$ cat config.mk
export PLATFORM = sky130hd
export DESIGN_NAME = fft_ctrl
export DESIGN_NICKNAME = d
export VERILOG_FILES = /design/src/rtl/fft_ctrl.sv
export SDC_FILE = /design/constraint.sdc
export NUM_CORES = 1
export LEC_CHECK = 0
export BUFFER_PORTS_ARGS = -buffer_cell sky130_fd_sc_hd__buf_2
export CAP_MARGIN = 15
export CORE_ASPECT_RATIO = 1.2
export CORE_MARGIN = 2
export CORE_UTILIZATION = 55
export DETAILED_ROUTE_END_ITERATION = 12
export GPL_TIMING_DRIVEN = 1
export PLACE_DENSITY_LB_ADDON = 0.3
export SYNTH_ARGS = -nofsm -noshare
export SYNTH_HDL_FRONTEND = slang
export SYNTH_SLANG_ARGS = --single-unit
$ cat constraint.sdc
create_clock -name clk -period 3.57 [get_ports clk]
set_clock_uncertainty 0.15 [all_clocks]
set_input_delay 0.5355 -clock clk [delete_from_list [all_inputs] [get_ports clk]]
set_output_delay 0.5355 -clock clk [all_outputs]
set_load 0.1 [all_outputs]
$ cat src/rtl/fft_ctrl.sv
`default_nettype none
// +----------------------------------------------------------------------------+
// | Module   : fft_ctrl                                                        |
// | Purpose  : Sequencer for an in-place radix-2 DIF FFT. Issues per-butterfly |
// |            RAM read addresses, twiddle index, butterfly enable and the     |
// |            delayed write-back strobe/addresses, stage by stage, with a     |
// |            pipeline drain between stages.                                  |
// | Ports    : clk, rst_n        - clock, async active-low reset               |
// |            start/busy/done   - transform handshake                         |
// |            stage             - current stage index                         |
// |            rd_en, rd_addr_a/b, tw_addr - read side, aligned                |
// |            bf_enable         - rd_en delayed RD_LAT                        |
// |            wr_en, wr_addr_a/b - read side delayed RD_LAT+BF_LAT            |
// |            out_valid, out_addr - bit-reversed unload (optional)            |
// | Options  : FFT_CTRL_UNLOAD_EN adds an UNLOAD phase that reads the result   |
// |            back in natural order (bit-reversed RAM addresses).             |
// | Limits   : LOG2N >= 2, RD_LAT >= 1, BF_LAT >= 0.                          |
// | Revision : 1.0 - initial release                                           |
// +----------------------------------------------------------------------------+
module fft_ctrl #(
   parameter int LOG2N  = 4,
   parameter int RD_LAT = 1,
   parameter int BF_LAT = 1
) (
   input  logic             clk,
   input  logic             rst_n,
   input  logic             start,
   output logic             busy,
   output logic             done,
   output logic [LOG2N-1:0] stage,
   output logic             rd_en,
   output logic [LOG2N-1:0] rd_addr_a,
   output logic [LOG2N-1:0] rd_addr_b,
   output logic [LOG2N-2:0] tw_addr,
   output logic             bf_enable,
   output logic             wr_en,
   output logic [LOG2N-1:0] wr_addr_a,
   output logic [LOG2N-1:0] wr_addr_b
`ifdef FFT_CTRL_UNLOAD_EN
   ,
   output logic             out_valid,
   output logic [LOG2N-1:0] out_addr
`endif
);

   localparam int N      = 1 << LOG2N;
   localparam int KW     = LOG2N - 1;
   localparam int WB_LAT = RD_LAT + BF_LAT;
   localparam int CW     = $clog2(WB_LAT + 1);

   localparam logic [KW-1:0]    K_LAST     = KW'(N / 2 - 1);
   localparam logic [LOG2N-1:0] S_LAST     = LOG2N'(LOG2N - 1);
   localparam logic [CW-1:0]    DRAIN_LAST = CW'(WB_LAT - 1);
`ifdef FFT_CTRL_UNLOAD_EN
   localparam logic [LOG2N-1:0] I_LAST     = LOG2N'(N - 1);
   localparam logic [CW-1:0]    UWAIT_LAST = CW'(RD_LAT - 1);
`endif

   typedef enum logic [2:0] {
      ST_IDLE   = 3'd0,
      ST_RUN    = 3'd1,
      ST_DRAIN  = 3'd2,
      ST_DONE   = 3'd3
`ifdef FFT_CTRL_UNLOAD_EN
      ,
      ST_UNLOAD = 3'd4,
      ST_UWAIT  = 3'd5
`endif
   } state_t;

   // ---------------------------------------------------------------- state
   state_t           state_q, state_d;
   logic [LOG2N-1:0] s_q, s_d;
   logic [KW-1:0]    k_q, k_d;
   logic [CW-1:0]    cnt_q, cnt_d;

   // ------------------------------------------------------ output registers
   logic             busy_q, busy_d;
   logic             done_q, done_d;
   logic             rd_en_q, rd_en_d;
   logic             run_rd_q, run_rd_d;     // read belongs to a butterfly
   logic [LOG2N-1:0] rd_addr_a_q, rd_addr_a_d;
   logic [LOG2N-1:0] rd_addr_b_q, rd_addr_b_d;
   logic [KW-1:0]    tw_addr_q, tw_addr_d;

   // -------------------------------------------------- write-back delay line
   logic [WB_LAT-1:0] run_pipe_q, run_pipe_d;
   logic [LOG2N-1:0]  wa_pipe_q [WB_LAT];
   logic [LOG2N-1:0]  wa_pipe_d [WB_LAT];
   logic [LOG2N-1:0]  wb_pipe_q [WB_LAT];
   logic [LOG2N-1:0]  wb_pipe_d [WB_LAT];

   // ------------------------------------------------- butterfly addressing
   logic [LOG2N-1:0] half_w;
   logic [LOG2N-1:0] mask_w;
   logic [LOG2N-1:0] kx_w;
   logic [LOG2N-1:0] bf_a_w;
   logic [LOG2N-1:0] bf_b_w;
   logic [KW-1:0]    bf_tw_w;

`ifdef FFT_CTRL_UNLOAD_EN
   logic [LOG2N-1:0] i_q, i_d;
   logic             unl_rd_q, unl_rd_d;
   logic [LOG2N-1:0] uaddr_q, uaddr_d;
   logic [RD_LAT-1:0] uv_pipe_q, uv_pipe_d;
   logic [LOG2N-1:0] ua_pipe_q [RD_LAT];
   logic [LOG2N-1:0] ua_pipe_d [RD_LAT];

   function automatic logic [LOG2N-1:0] bitrev(input logic [LOG2N-1:0] v);
      logic [LOG2N-1:0] r;
      for (int b = 0; b < LOG2N; b++) begin
         r[b] = v[LOG2N-1-b];
      end
      return r;
   endfunction
`endif

   // ------------------------------------------------------ next-state logic
   always_comb begin
      state_d = state_q;
      s_d     = s_q;
      k_d     = k_q;
      cnt_d   = cnt_q;
`ifdef FFT_CTRL_UNLOAD_EN
      i_d     = i_q;
`endif
      case (state_q)
         ST_IDLE: begin
            if (start) begin
               state_d = ST_RUN;
               s_d     = '0;
               k_d     = '0;
            end
         end
         ST_RUN: begin
            if (k_q == K_LAST) begin
               state_d = ST_DRAIN;
               cnt_d   = '0;
            end else begin
               k_d = k_q + 1'b1;
            end
         end
         ST_DRAIN: begin
            // Hold off the next stage until every write of this one has
            // landed, so no read can overtake a pending write.
            if (cnt_q == DRAIN_LAST) begin
               if (s_q != S_LAST) begin
                  state_d = ST_RUN;
                  s_d     = s_q + 1'b1;
                  k_d     = '0;
               end else begin
`ifdef FFT_CTRL_UNLOAD_EN
                  state_d = ST_UNLOAD;
                  i_d     = '0;
`else
                  state_d = ST_DONE;
`endif
               end
            end else begin
               cnt_d = cnt_q + 1'b1;
            end
         end
         ST_DONE: begin
            state_d = ST_IDLE;
            s_d     = '0;
         end
`ifdef FFT_CTRL_UNLOAD_EN
         ST_UNLOAD: begin
            if (i_q == I_LAST) begin
               state_d = ST_UWAIT;
               cnt_d   = '0;
            end else begin
               i_d = i_q + 1'b1;
            end
         end
         ST_UWAIT: begin
            // Let the last unload read reach out_valid before done.
            if (cnt_q == UWAIT_LAST) begin
               state_d = ST_DONE;
            end else begin
               cnt_d = cnt_q + 1'b1;
            end
         end
`endif
         default: begin
            state_d = ST_IDLE;
         end
      endcase
   end

   // DIF addressing for butterfly k of stage s. half = (N/2) >> s is a power
   // of two, so k/half and k%half are a mask split; grp*2*half is the upper
   // part of k shifted up by one, and operand b sits exactly half above a.
   always_comb begin
      half_w  = LOG2N'(N / 2) >> s_d;
      mask_w  = half_w - 1'b1;
      kx_w    = {1'b0, k_d};
      bf_a_w  = ((kx_w & ~mask_w) << 1) | (kx_w & mask_w);
      bf_b_w  = bf_a_w | half_w;
      bf_tw_w = (k_d & mask_w[KW-1:0]) << s_d;
   end

   // ---------------------------------------------------- registered outputs
   always_comb begin
      busy_d      = (state_d != ST_IDLE);
      done_d      = (state_d == ST_DONE);
      rd_en_d     = 1'b0;
      run_rd_d    = 1'b0;
      rd_addr_a_d = rd_addr_a_q;
      rd_addr_b_d = rd_addr_b_q;
      tw_addr_d   = tw_addr_q;
`ifdef FFT_CTRL_UNLOAD_EN
      unl_rd_d    = 1'b0;
      uaddr_d     = uaddr_q;
`endif
      if (state_d == ST_RUN) begin
         rd_en_d     = 1'b1;
         run_rd_d    = 1'b1;
         rd_addr_a_d = bf_a_w;
         rd_addr_b_d = bf_b_w;
         tw_addr_d   = bf_tw_w;
      end
`ifdef FFT_CTRL_UNLOAD_EN
      if (state_d == ST_UNLOAD) begin
         rd_en_d     = 1'b1;
         unl_rd_d    = 1'b1;
         rd_addr_a_d = bitrev(i_d);
         uaddr_d     = i_d;
      end
`endif
   end

   // ------------------------------------------------------ shift chains
   always_comb begin
      run_pipe_d[0] = run_rd_q;
      wa_pipe_d[0]  = rd_addr_a_q;
      wb_pipe_d[0]  = rd_addr_b_q;
      for (int j = 1; j < WB_LAT; j++) begin
         run_pipe_d[j] = run_pipe_q[j-1];
         wa_pipe_d[j]  = wa_pipe_q[j-1];
         wb_pipe_d[j]  = wb_pipe_q[j-1];
      end
   end

`ifdef FFT_CTRL_UNLOAD_EN
   always_comb begin
      uv_pipe_d[0] = unl_rd_q;
      ua_pipe_d[0] = uaddr_q;
      for (int j = 1; j < RD_LAT; j++) begin
         uv_pipe_d[j] = uv_pipe_q[j-1];
         ua_pipe_d[j] = ua_pipe_q[j-1];
      end
   end
`endif

   // ------------------------------------------------------------- registers
   always_ff @(posedge clk or negedge rst_n) begin
      if (!rst_n) begin
         state_q     <= ST_IDLE;
         s_q         <= '0;
         k_q         <= '0;
         cnt_q       <= '0;
         busy_q      <= 1'b0;
         done_q      <= 1'b0;
         rd_en_q     <= 1'b0;
         run_rd_q    <= 1'b0;
         rd_addr_a_q <= '0;
         rd_addr_b_q <= '0;
         tw_addr_q   <= '0;
         run_pipe_q  <= '0;
         for (int j = 0; j < WB_LAT; j++) begin
            wa_pipe_q[j] <= '0;
            wb_pipe_q[j] <= '0;
         end
      end else begin
         state_q     <= state_d;
         s_q         <= s_d;
         k_q         <= k_d;
         cnt_q       <= cnt_d;
         busy_q      <= busy_d;
         done_q      <= done_d;
         rd_en_q     <= rd_en_d;
         run_rd_q    <= run_rd_d;
         rd_addr_a_q <= rd_addr_a_d;
         rd_addr_b_q <= rd_addr_b_d;
         tw_addr_q   <= tw_addr_d;
         run_pipe_q  <= run_pipe_d;
         for (int j = 0; j < WB_LAT; j++) begin
            wa_pipe_q[j] <= wa_pipe_d[j];
            wb_pipe_q[j] <= wb_pipe_d[j];
         end
      end
   end

`ifdef FFT_CTRL_UNLOAD_EN
   always_ff @(posedge clk or negedge rst_n) begin
      if (!rst_n) begin
         i_q       <= '0;
         unl_rd_q  <= 1'b0;
         uaddr_q   <= '0;
         uv_pipe_q <= '0;
         for (int j = 0; j < RD_LAT; j++) begin
            ua_pipe_q[j] <= '0;
         end
      end else begin
         i_q       <= i_d;
         unl_rd_q  <= unl_rd_d;
         uaddr_q   <= uaddr_d;
         uv_pipe_q <= uv_pipe_d;
         for (int j = 0; j < RD_LAT; j++) begin
            ua_pipe_q[j] <= ua_pipe_d[j];
         end
      end
   end

   assign out_valid = uv_pipe_q[RD_LAT-1];
   assign out_addr  = ua_pipe_q[RD_LAT-1];
`endif

   // --------------------------------------------------------------- outputs
   assign busy      = busy_q;
   assign done      = done_q;
   assign stage     = s_q;
   assign rd_en     = rd_en_q;
   assign rd_addr_a = rd_addr_a_q;
   assign rd_addr_b = rd_addr_b_q;
   assign tw_addr   = tw_addr_q;
   assign bf_enable = run_pipe_q[RD_LAT-1];
   assign wr_en     = run_pipe_q[WB_LAT-1];
   assign wr_addr_a = wa_pipe_q[WB_LAT-1];
   assign wr_addr_b = wb_pipe_q[WB_LAT-1];

endmodule
`default_nettype wire

Yosys cells after proc, flatten, opt, wreduce, memory -nomap -nowiden
Index checks and enable logic that the tools add are counted.
{"block": "classes", "add_sub_neg": 4, "eq_ne": 10, "shifts": 2, "n_mux": 18, "n_bitwise": 6, "n_reduce_logical": 4}
{"cell": "$mux W3", "count": 7}
{"cell": "$pmux W3 S3", "count": 2}
{"cell": "$mux W4", "count": 3}
{"cell": "$pmux W4 S3", "count": 1}
{"cell": "$eq A3 B2 Y1 const B", "count": 3}
{"cell": "$or A4 B4 Y4", "count": 2}
{"cell": "$and A3 B3 Y3", "count": 2}
{"cell": "$eq A3 B1 Y1 const B", "count": 2}
{"cell": "$mux W2", "count": 3}
{"cell": "$add A4 B1 Y4 const B", "count": 1}
{"cell": "$and A3 B4 Y4", "count": 1}
{"cell": "$ne A2 B2 Y1 const B", "count": 2}
{"cell": "$ne A4 B2 Y1 const B", "count": 1}
{"cell": "$pmux W2 S2", "count": 1}
{"cell": "$shl A3 B4 Y3", "count": 1}
{"cell": "$shr A4 B4 Y4 const A", "count": 1}
{"cell": "$sub A4 B1 Y4 const B", "count": 1}
{"cell": "$add A3 B1 Y3 const B", "count": 1}
{"cell": "$eq A3 B3 Y1 const B", "count": 1}
{"cell": "$logic_not A3 Y1", "count": 1}
{"cell": "$not A3 Y3", "count": 1}
{"cell": "$reduce_and A3 Y1", "count": 1}
{"cell": "$reduce_bool A3 Y1", "count": 1}
{"cell": "$add A2 B1 Y2 const B", "count": 1}
{"cell": "3 further kinds", "count": 3}
{"block": "word_totals", "regBits": 44, "input_bits": 3, "out_inout_bits": 28, "wordCells": 59}

Longest topological paths before layout
Gate-level depths: netlist of run 1.
{"block": "logic_depth", "word_depth": 10, "ltp_mapped": 13, "mapped_depth_nobuf": 13}

Least setup slack after synthesis of run 1
Ideal clock, no wire load.
{"block": "synth_timing", "kind": "flip-flop to flip-flop", "start": "register s_q[0] (netlist: stage[0])", "end": "register rd_addr_b_q[2] (netlist: rd_addr_b[2])", "setup_ps": 126, "arrival_ps": 3365, "required_ps": 3294, "path_slack_ps": -71, "path_stages_with_launch": 12, "path_buffers": 0, "synth_period_minus_slack_ps": 3641, "path_cell_list": "dfrtp_1 > ha_1 > nor3b_2 > mux2_2 > o22ai_1 > inv_1 > nor4_1 > inv_1 > ha_1 > nand4_1 > nand2_1 > o32a_1"}
{"block": "synth_between", "elab_chain_len": 10, "word_cells_on_any_way": 20, "cone_classes": "add/sub (2); eq/ne (2); shift (1); mux (10); bitwise (5)"}
{"item": "start: declaration", "line_no": "73", "text": "logic [LOG2N-1:0] s_q, s_d;"}
{"item": "start signal: assignment", "line_no": "260", "text": "s_q <= '0;"}
{"item": "start signal: assignment", "line_no": "277", "text": "s_q <= s_d;"}
{"item": "$add A4 B1 Y4 / $ne A4 B2 Y1 (equally long branches)", "line_no": "149, 147"}
{"item": "$mux W4 (*)", "line_no": "147", "text": "if (s_q != S_LAST) begin"}
{"item": "$mux W4 (*)", "line_no": "146", "text": "if (cnt_q == DRAIN_LAST) begin"}
{"item": "$pmux W4 S3 (*)", "line_no": "127", "text": "case (state_q)"}
{"item": "via s_d[1]", "line_no": "73"}
{"item": "$shr A4 B4 Y4 (*)", "line_no": "195", "text": "half_w = LOG2N'(N / 2) >> s_d;"}
{"item": "$sub A4 B1 Y4", "line_no": "196", "text": "mask_w = half_w - 1'b1;"}
{"item": "$not A3 Y3", "line_no": "198", "text": "bf_a_w = ((kx_w & ~mask_w) << 1) | (kx_w & mask_w);"}
{"item": "$and A3 B3 Y3", "line_no": "198"}
{"item": "$or A4 B4 Y4", "line_no": "198"}
{"item": "$or A4 B4 Y4 (*)", "line_no": "199", "text": "bf_b_w = bf_a_w | half_w;"}
{"item": "end signal: assignment", "line_no": "285", "text": "rd_addr_b_q <= rd_addr_b_d;"}
{"item": "end: declaration", "line_no": "83", "text": "logic [LOG2N-1:0] rd_addr_b_q, rd_addr_b_d;"}
Mark *: on every way through the listed nets, which the timed path passes. The rest lies on a longest branch.
A chain may end at the register's enable or synchronous reset.

Worst setup path in the final report of run 1
{"block": "layout_timing", "start": "register s_q[0] (netlist: stage[0])", "end": "register rd_addr_a_q[2] (netlist: rd_addr_a[2])"}
{"block": "layout_between", "elab_chain_len": 9, "word_cells_on_any_way": 19, "cone_classes": "add/sub (2); eq/ne (2); shift (1); mux (10); bitwise (4)"}
{"item": "$add A4 B1 Y4 / $ne A4 B2 Y1 (equally long branches)", "line_no": "149, 147"}
{"item": "$mux W4 (*)", "line_no": "147"}
{"item": "$mux W4 (*)", "line_no": "146"}
{"item": "$pmux W4 S3 (*)", "line_no": "127"}
{"item": "via s_d[1]", "line_no": "73"}
{"item": "$shr A4 B4 Y4 (*)", "line_no": "195"}
{"item": "$sub A4 B1 Y4 (*)", "line_no": "196"}
{"item": "$not A3 Y3", "line_no": "198"}
{"item": "$and A3 B3 Y3", "line_no": "198"}
{"item": "$or A4 B4 Y4 (*)", "line_no": "198"}
{"item": "end signal: assignment", "line_no": "284", "text": "rd_addr_a_q <= rd_addr_a_d;"}
{"item": "end: declaration", "line_no": "82", "text": "logic [LOG2N-1:0] rd_addr_a_q, rd_addr_a_d;"}
Marked as above.

==> impl_metrics.tcl, run 1 <==
set metrics [dict create \
    status "completed" \
    postRouteAntennaNets 0 \
    io_pins 31 \
    power.density_nw_per_um2 797.5 \
    cts_tree "built" \
    core_area_um2 3367 \
    top_cells_by_area_synth "dfrtp_1 57%, buf_4 3.5%, ha_1 2.6%" \
    critPathRequiredTime_ns 3.63 \
    worstPathCellList "ha_1 > nor3b_2 > mux2_2 > o22ai_2 > inv_1 > nor4_1 > inv_1 > ha_1 > nand4_1 > nand2_1 > nor3_1 > nor3_1" \
    wire_length_of_the_first_global_routing_pass_mm 5.871 \
    postSynth.topFlopCell "dfrtp_1" \
    layout_min_cycle_time_ns 3.243 \
    grt.total_usage_pct 18.89 \
    ys_seq_elements 44 \
    endpoint_kind "flip-flop" \
    route.detailed.wl_per_inst_um 15.00 \
    area_of_the_multi_input_gates_um2 713.2 \
    cap_viol_max_count 0 \
    clock_power_share_pct 22.4 \
    fillerInstances 249 \
    detail_route.iter0.violations 50 \
    timing.critical_path.slowest_cell_delay_ns 0.41 \
    netlist.top_cell.by_area "dfrtp_1" \
    wirelength_mm 3.390 \
    starting_density_of_the_core_pct 57.53 \
    peakVddDrop_v 0.0005883 \
    slew_headroom_pct 38.22 \
    die-area_um2 4014 \
    synth_top_cells_by_count "44 x dfrtp_1, 13 x nand2_1, 11 x inv_1, 9 x buf_4, 8 x nor2_1" \
    die-width_um 58.17 \
    timing.critical_path.fanout_max 6 \
    synth_seq_area_share_pct 56.85 \
    worst_hold_slack_ns 0.2020 \
    synth.cell_area_um2 1937 \
    root_buffer_cell "clkbuf_8" \
    r2r-start "stage[0]$_DFF_PN0_" \
    slowest_cell_on_crit_path "dfrtp_2" \
    rr_worst_depth 12 \
    tightestPinTransition_ns 0.9268 \
    syn_nets 170 \
    synth_enable_flop_cells 0 \
    timing.critical_path.depth 12 \
    synth.distinct_cells 52 \
    layout.area.seq_um2 1104 \
    antenna_cells 0 \
    setup-tns-final_ns 0 \
    path_delay_family "simple AND/OR/NAND/NOR gates" \
    synth_area_per_cell_um2 11.88 \
    vias_in_the_first_global_route 1301 \
    placementRows 23 \
    report.final.setup_viol 0 \
    grt_start_max_net_pins 45 \
    total_switching_power_mw 0.8070 \
    yosysWarnings 0 \
    number_of_antenna_violations_at_the_first_check_in_global_routing 0 \
    post-synth-top-area-fraction_pct 56.85 \
    cts.path.max_buffers 2 \
    hp-class "reg -> reg" \
    start_kind "flip-flop" \
    critical_path_arrival_ns 3.30 \
    areaGrowthSynthToFinish_pct 12.73 \
    io_buffers 30 \
    globalRoute.totalOverflow 0 \
    ys_async_rst_share_pct 100.0 \
    worst_setup_hold_path_clk_slew_ns 0.08 \
    static_leakage_nw 1.006 \
    cts.sinks 44 \
    period_share_pct 90.85 \
    final-max-slew-violation-count 0 \
    die_h_um 69.01 \
    p_seq_share_pct 37.8 \
    gp_congestion 0.8676 \
    detailedPlacementHpwl_mm 2.393 \
    max_clock_freq_mhz 308.3 \
    timing.critical_path.to "rd_addr_a[2]$_DFFE_PN0P_" \
    clk_latency_worst_skew_pair_ns 0.29 \
    r2r_setup_slack_ns 0.33 \
    critical_path_launch_point "stage[0]$_DFF_PN0_" \
    drtPass1Iterations 4 \
    post_route_cells_drive_above_1_share_pct 30.16 \
    final_hold_violation_count 0 \
    drc 0 \
    power_share_of_the_combinational_group_pct 39.8 \
    crit-reg2reg-capture "rd_addr_a[2]$_DFFE_PN0P_" \
    switching_fraction_pct 46.34 \
    synthMostInstantiatedCell "dfrtp_1" \
    rsz_0062_raised_after_global_routing "no" \
    detailroute.via_count 1331 \
    synth_cells 163 \
    post-cts-setup-buffers 0 \
    inserted_clock_buffers 5 \
    worstPathBufferInverterCount 2 \
    timing.setup.critical_path_class "reg -> reg" \
    post_detailed_route_via_to_cell_ratio 5.889 \
    final_net_count 195 \
    cellInternalPower_mw 0.9343 \
    cts_htree_levels 2 \
]
==> flip-flops by register name, indices dropped and copies added (netlist names), 3 cells and up <==
name	count
tw_addr	3
k_q	3
wr_addr_a	4
wb_pipe_d	4
state_q	3
rd_addr_a	4
rd_addr_b	4
wr_addr_b	4
wa_pipe_d	4
stage	4
==> cell usage in the layout (no fill, tap or decap), drive strengths merged, types with 2 or more instances in the layout <==
master	count
nand3	6
ha	4
o22ai	2
o41ai	2
nand4bb	2
buf	31
o32a	2
inv	11
a211oi	3
a21oi	5
and2	2
mux2	2
nand4	2
dfrtp	44
nand2	13
or3	3
nor2	8
clkbuf	6
o31ai	3
o21ai	4
or3b	3
nor3b	2
nor3	3
a221oi	2
o211ai	3
==> per-layer routing <==
metal / vias up / global-route usage (%) / share of wire, %
li1: 630 / - / -
met1: 656 / 23.37 / 44
met2: 38 / 30.18 / 49
met3: 7 / 5.441 / 4.7
met4: 0 / 8.527 / 1.9
met5: - / 0 / 0
==> final cells by class <==
type                       instances  area share, %
clock buffer                       6          3.782
clock inverter                     2          1.777
inverter                          11          1.891
multi-input combinational         95          32.66
sequential                        44          50.54
tap                               37          2.120
timing repair buffer              31          7.221
==> cells by family (layout without fill, tap and decap cells) <==
family                   count (synthesis)  in the layout  share of synthesized area, %
other                                    1              1                        0.1936
multiplexers                             3              3                         1.873
AND/OR/NAND/NOR                         53             53                         16.67
adder cells (fa/ha/maj)                  4              4                         2.584
AO/OA/AOI/OAI                           34             34                         15.18
flip-flops                              44             44                         56.85
buffers and inverters                   24             50                         6.654
==> worst min-delay path by stage <==
stage | to | slack (ns) | cells past startpoint | from
finish | wr_addr_a[2]$_DFF_PN0_ | 0.20 | 0 | wa_pipe_d[2]$_DFF_PN0_
global route | wr_addr_b[0]$_DFF_PN0_ | 0.21 | 0 | wb_pipe_d[0]$_DFF_PN0_
CTS | wr_addr_a[2]$_DFF_PN0_ | 0.20 | 0 | wa_pipe_d[2]$_DFF_PN0_
detailed placement | wr_addr_a[2]$_DFF_PN0_ | 0.18 | 0 | wa_pipe_d[2]$_DFF_PN0_
global placement | wr_addr_b[2]$_DFF_PN0_ | 0.18 | 0 | wb_pipe_d[2]$_DFF_PN0_
floorplan | busy$_DFF_PN0_ | 0.09 | 0 | rst_n
==> what timing repair did <==
item	4_1_cts	5_1_grt
setup endpoints to repair	0	5
hold buffers	0	0
gates resized for setup	0	1
==> through the flow <==
step / power (mW) / instance area [um2] / setup slack [ns] / instances / util [%]
floorplan: 1.284 / 1939 / 0.2429 / 163 / -
global placement: 1.355 / 2056 / 0.4447 / 218 / 61.06
detailed placement: 1.364 / 2056 / 0.2329 / 218 / 61.06
CTS: 1.752 / 2177 / 0.1981 / 226 / 64.66
global route: 1.820 / 2183 / 0.04994 / 226 / 64.85
finish: 1.741 / 2183 / 0.3265 / 226 / 64.85
==> power by group through the flow <==
stage	logic, mW	registers (mW)	clock network, mW
after floorplan	0.334	0.950	0
after global placement	0.690	0.665	0
after detailed placement	0.696	0.669	0
after CTS	0.697	0.659	0.396
after global routing	0.721	0.673	0.426
final	0.693	0.659	0.389
No activity file was read; power rests on OpenSTA's default activity.
==> inputs of run 2 (changes only) <==
==> constraint.sdc (replaced) <==
create_clock -name clk -period 3.57 [get_ports clk]
set_clock_uncertainty 0.15 [all_clocks]
set_input_delay 0.714 -clock clk [delete_from_list [all_inputs] [get_ports clk]]
set_output_delay 0.714 -clock clk [all_outputs]
set_load 0.1 [all_outputs]
==> run 2 against run 1 <==
Against the previous run: sequential share of layout area is 0.35 points lower; worst hold slack about the same; count of clock-buffer cells in the layout unchanged; design area up 0.69%; critical path depth is 1 lower; largest power group unchanged; non-clock buffer count increased by 2; fmax increased by 0.97%; register-to-register slack improved by 0.03 ns; global-route usage grew 1.5 points.
==> impl_metrics.tcl, run 2 (synthesis gave the netlist of run 1 again) <==
set metrics [dict create \
    tightestPinTransition_ns 0.9317 \
    static_leakage_nw 1.017 \
    report.final.setup_viol 0 \
    fillerInstances 259 \
    cellInternalPower_mw 0.9349 \
    io_pins 31 \
    wirelength_mm 3.564 \
    mostFrequentLayoutCells "42 x dfrtp_1, 30 x buf_2, 13 x nand2_1, 11 x inv_1, 8 x nor2_1" \
    power_share_of_the_combinational_group_pct 39.8 \
    globalRoute.totalOverflow 0 \
    critical_path_launch_point "stage[0]$_DFF_PN0_" \
    layout.area.seq_um2 1104 \
    slowest_cell_on_crit_path "dfrtp_2" \
    critical_path_arrival_ns 3.25 \
    final_hold_violation_count 0 \
    wire_length_of_the_first_global_routing_pass_mm 6.244 \
    switching_fraction_pct 46.52 \
    post_route_cells_drive_above_1_share_pct 30.89 \
    start_kind "flip-flop" \
    drtPass1Iterations 4 \
    grt_start_max_net_pins 45 \
    layout_min_cycle_time_ns 3.212 \
    detailedPlacementHpwl_mm 2.577 \
    timing.critical_path.fanout_max 6 \
    detailroute.wirelength.met3_um 149 \
    timing.critical_path.to "tw_addr[1]$_DFFE_PN0P_" \
    starting_density_of_the_core_pct 57.53 \
    slew_headroom_pct 37.89 \
    wl_met1_mm 1.573 \
    setup-tns-final_ns 0 \
    area_of_the_multi_input_gates_um2 713.2 \
    period_share_pct 89.98 \
    endpoint_kind "flip-flop" \
    clk_latency_worst_skew_pair_ns 0.30 \
    layout.cells.most_common "dfrtp_1" \
    number_of_antenna_violations_at_the_first_check_in_global_routing 0 \
    postRouteAntennaNets 0 \
    timing.setup.critical_path_class "reg -> reg" \
    r2r-start "stage[0]$_DFF_PN0_" \
    antenna_cells 0 \
    gp_congestion 0.8681 \
    total_switching_power_mw 0.8133 \
    post-route-util_pct 65.29 \
    inserted_clock_buffers 5 \
    vias_in_the_first_global_route 1288 \
    die-width_um 58.17 \
    final-max-slew-violation-count 0 \
    cts_htree_levels 2 \
    rr_worst_depth 11 \
    hp-class "reg -> reg" \
    areaGrowthSynthToFinish_pct 13.50 \
    io_buffers 30 \
    timing.critical_path.slowest_cell_delay_ns 0.41 \
    crit-reg2reg-capture "tw_addr[1]$_DFFE_PN0P_" \
    r2r_setup_slack_ns 0.36 \
    critPathRequiredTime_ns 3.61 \
    die-area_um2 4014 \
    post-cts-setup-buffers 0 \
    post_detailed_route_via_to_cell_ratio 5.838 \
    status "completed" \
    drc 0 \
    final_net_count 197 \
    cts_tree "built" \
    detail_route.iter0.violations 66 \
    clock_power_share_pct 22.5 \
    rsz_0062_raised_after_global_routing "no" \
    peakVddDrop_v 0.0006702 \
    placementRows 23 \
    grt.total_usage_pct 20.34 \
    cts.sinks 44 \
    route.detailed.wl_per_inst_um 15.63 \
    cap_viol_max_count 0 \
    core_area_um2 3367 \
    worst_setup_hold_path_clk_slew_ns 0.08 \
    die_h_um 69.01 \
    max_clock_freq_mhz 311.3 \
    cts.path.max_buffers 2 \
    worstPathCellList "ha_1 > nor3b_2 > mux2_2 > o22ai_2 > inv_1 > nor4_1 > inv_1 > ha_1 > a21oi_1 > mux2i_1 > o31ai_1" \
    root_buffer_cell "clkbuf_8" \
    p_seq_share_pct 37.7 \
    power.density_nw_per_um2 795.3 \
    met2_wirelength_mm 1.785 \
    detailroute.via_count 1331 \
    top_layer_used "met4" \
]
## run 2: cell types whose count changed in the layout (fill, tap and decap cells not counted), sizes merged
| cell | delta |
|---|---|
| buf | +2 |
## run 2: worst min-delay path by stage
stage                                start  slack, ns  cells past startpoint                      to
floorplan           wa_pipe_d[0]$_DFF_PN0_       0.18                      0  wr_addr_a[0]$_DFF_PN0_
global placement    wb_pipe_d[2]$_DFF_PN0_       0.18                      0  wr_addr_b[2]$_DFF_PN0_
detailed placement  wa_pipe_d[2]$_DFF_PN0_       0.18                      0  wr_addr_a[2]$_DFF_PN0_
CTS                 wa_pipe_d[2]$_DFF_PN0_       0.20                      0  wr_addr_a[2]$_DFF_PN0_
global route        wa_pipe_d[1]$_DFF_PN0_       0.21                      0  wr_addr_a[1]$_DFF_PN0_
finish              wa_pipe_d[2]$_DFF_PN0_       0.20                      0  wr_addr_a[2]$_DFF_PN0_
## run 2: per-layer routing
layer	global-route usage (%)	vias up
met5	0	-
met2	32.58	36
li1	-	632
met1	26.57	659
met3	5.253	4
met4	6.977	0
## run 2: power by group through the flow
stage | Sequential (mW) | Combinational [mW] | Clock, mW
floorplan | 0.950 | 0.334 | 0
global placement | 0.665 | 0.691 | 0
detailed placement | 0.670 | 0.698 | 0
CTS | 0.660 | 0.698 | 0.403
global route | 0.674 | 0.727 | 0.427
finish | 0.659 | 0.696 | 0.394
## run 2: per-stage QoR
stage	hold WS [ns]	power, mW	setup WS [ns]	area, um2	std cells
after floorplan	0.1812	1.284	0.2429	1939	163
after global placement	0.1824	1.356	0.3795	2071	220
after detailed placement	0.1847	1.369	0.2314	2071	220
after CTS	0.2034	1.761	0.2097	2192	228
after global routing	0.2097	1.827	0.09719	2198	228
final	0.2024	1.748	0.3576	2198	228
## run 2: timing repair
action	CTS	global route
hold buffers	0	0
endpoints found under the setup margin	0	4
gates resized for setup	0	1
## run 2: cell type report
type | instances | area share, %
Clock buffer | 6 | 3.756
Clock inverter | 2 | 1.764
Inverter | 11 | 1.878
Multi-Input combinational cell | 95 | 32.44
Sequential cell | 44 | 50.20
Tap cell | 37 | 2.106
Timing Repair Buffer | 33 | 7.854
## run 2: critical path: cells and delay by family, from the launching register on
family	cells	cell delay (ns)
flip-flops	1	0.41
buffers and inverters	2	0.19
AND/OR/NAND/NOR	2	0.60
adder cells (fa/ha/maj)	2	0.53
AO/OA/AOI/OAI	3	0.73
multiplexers	2	0.49
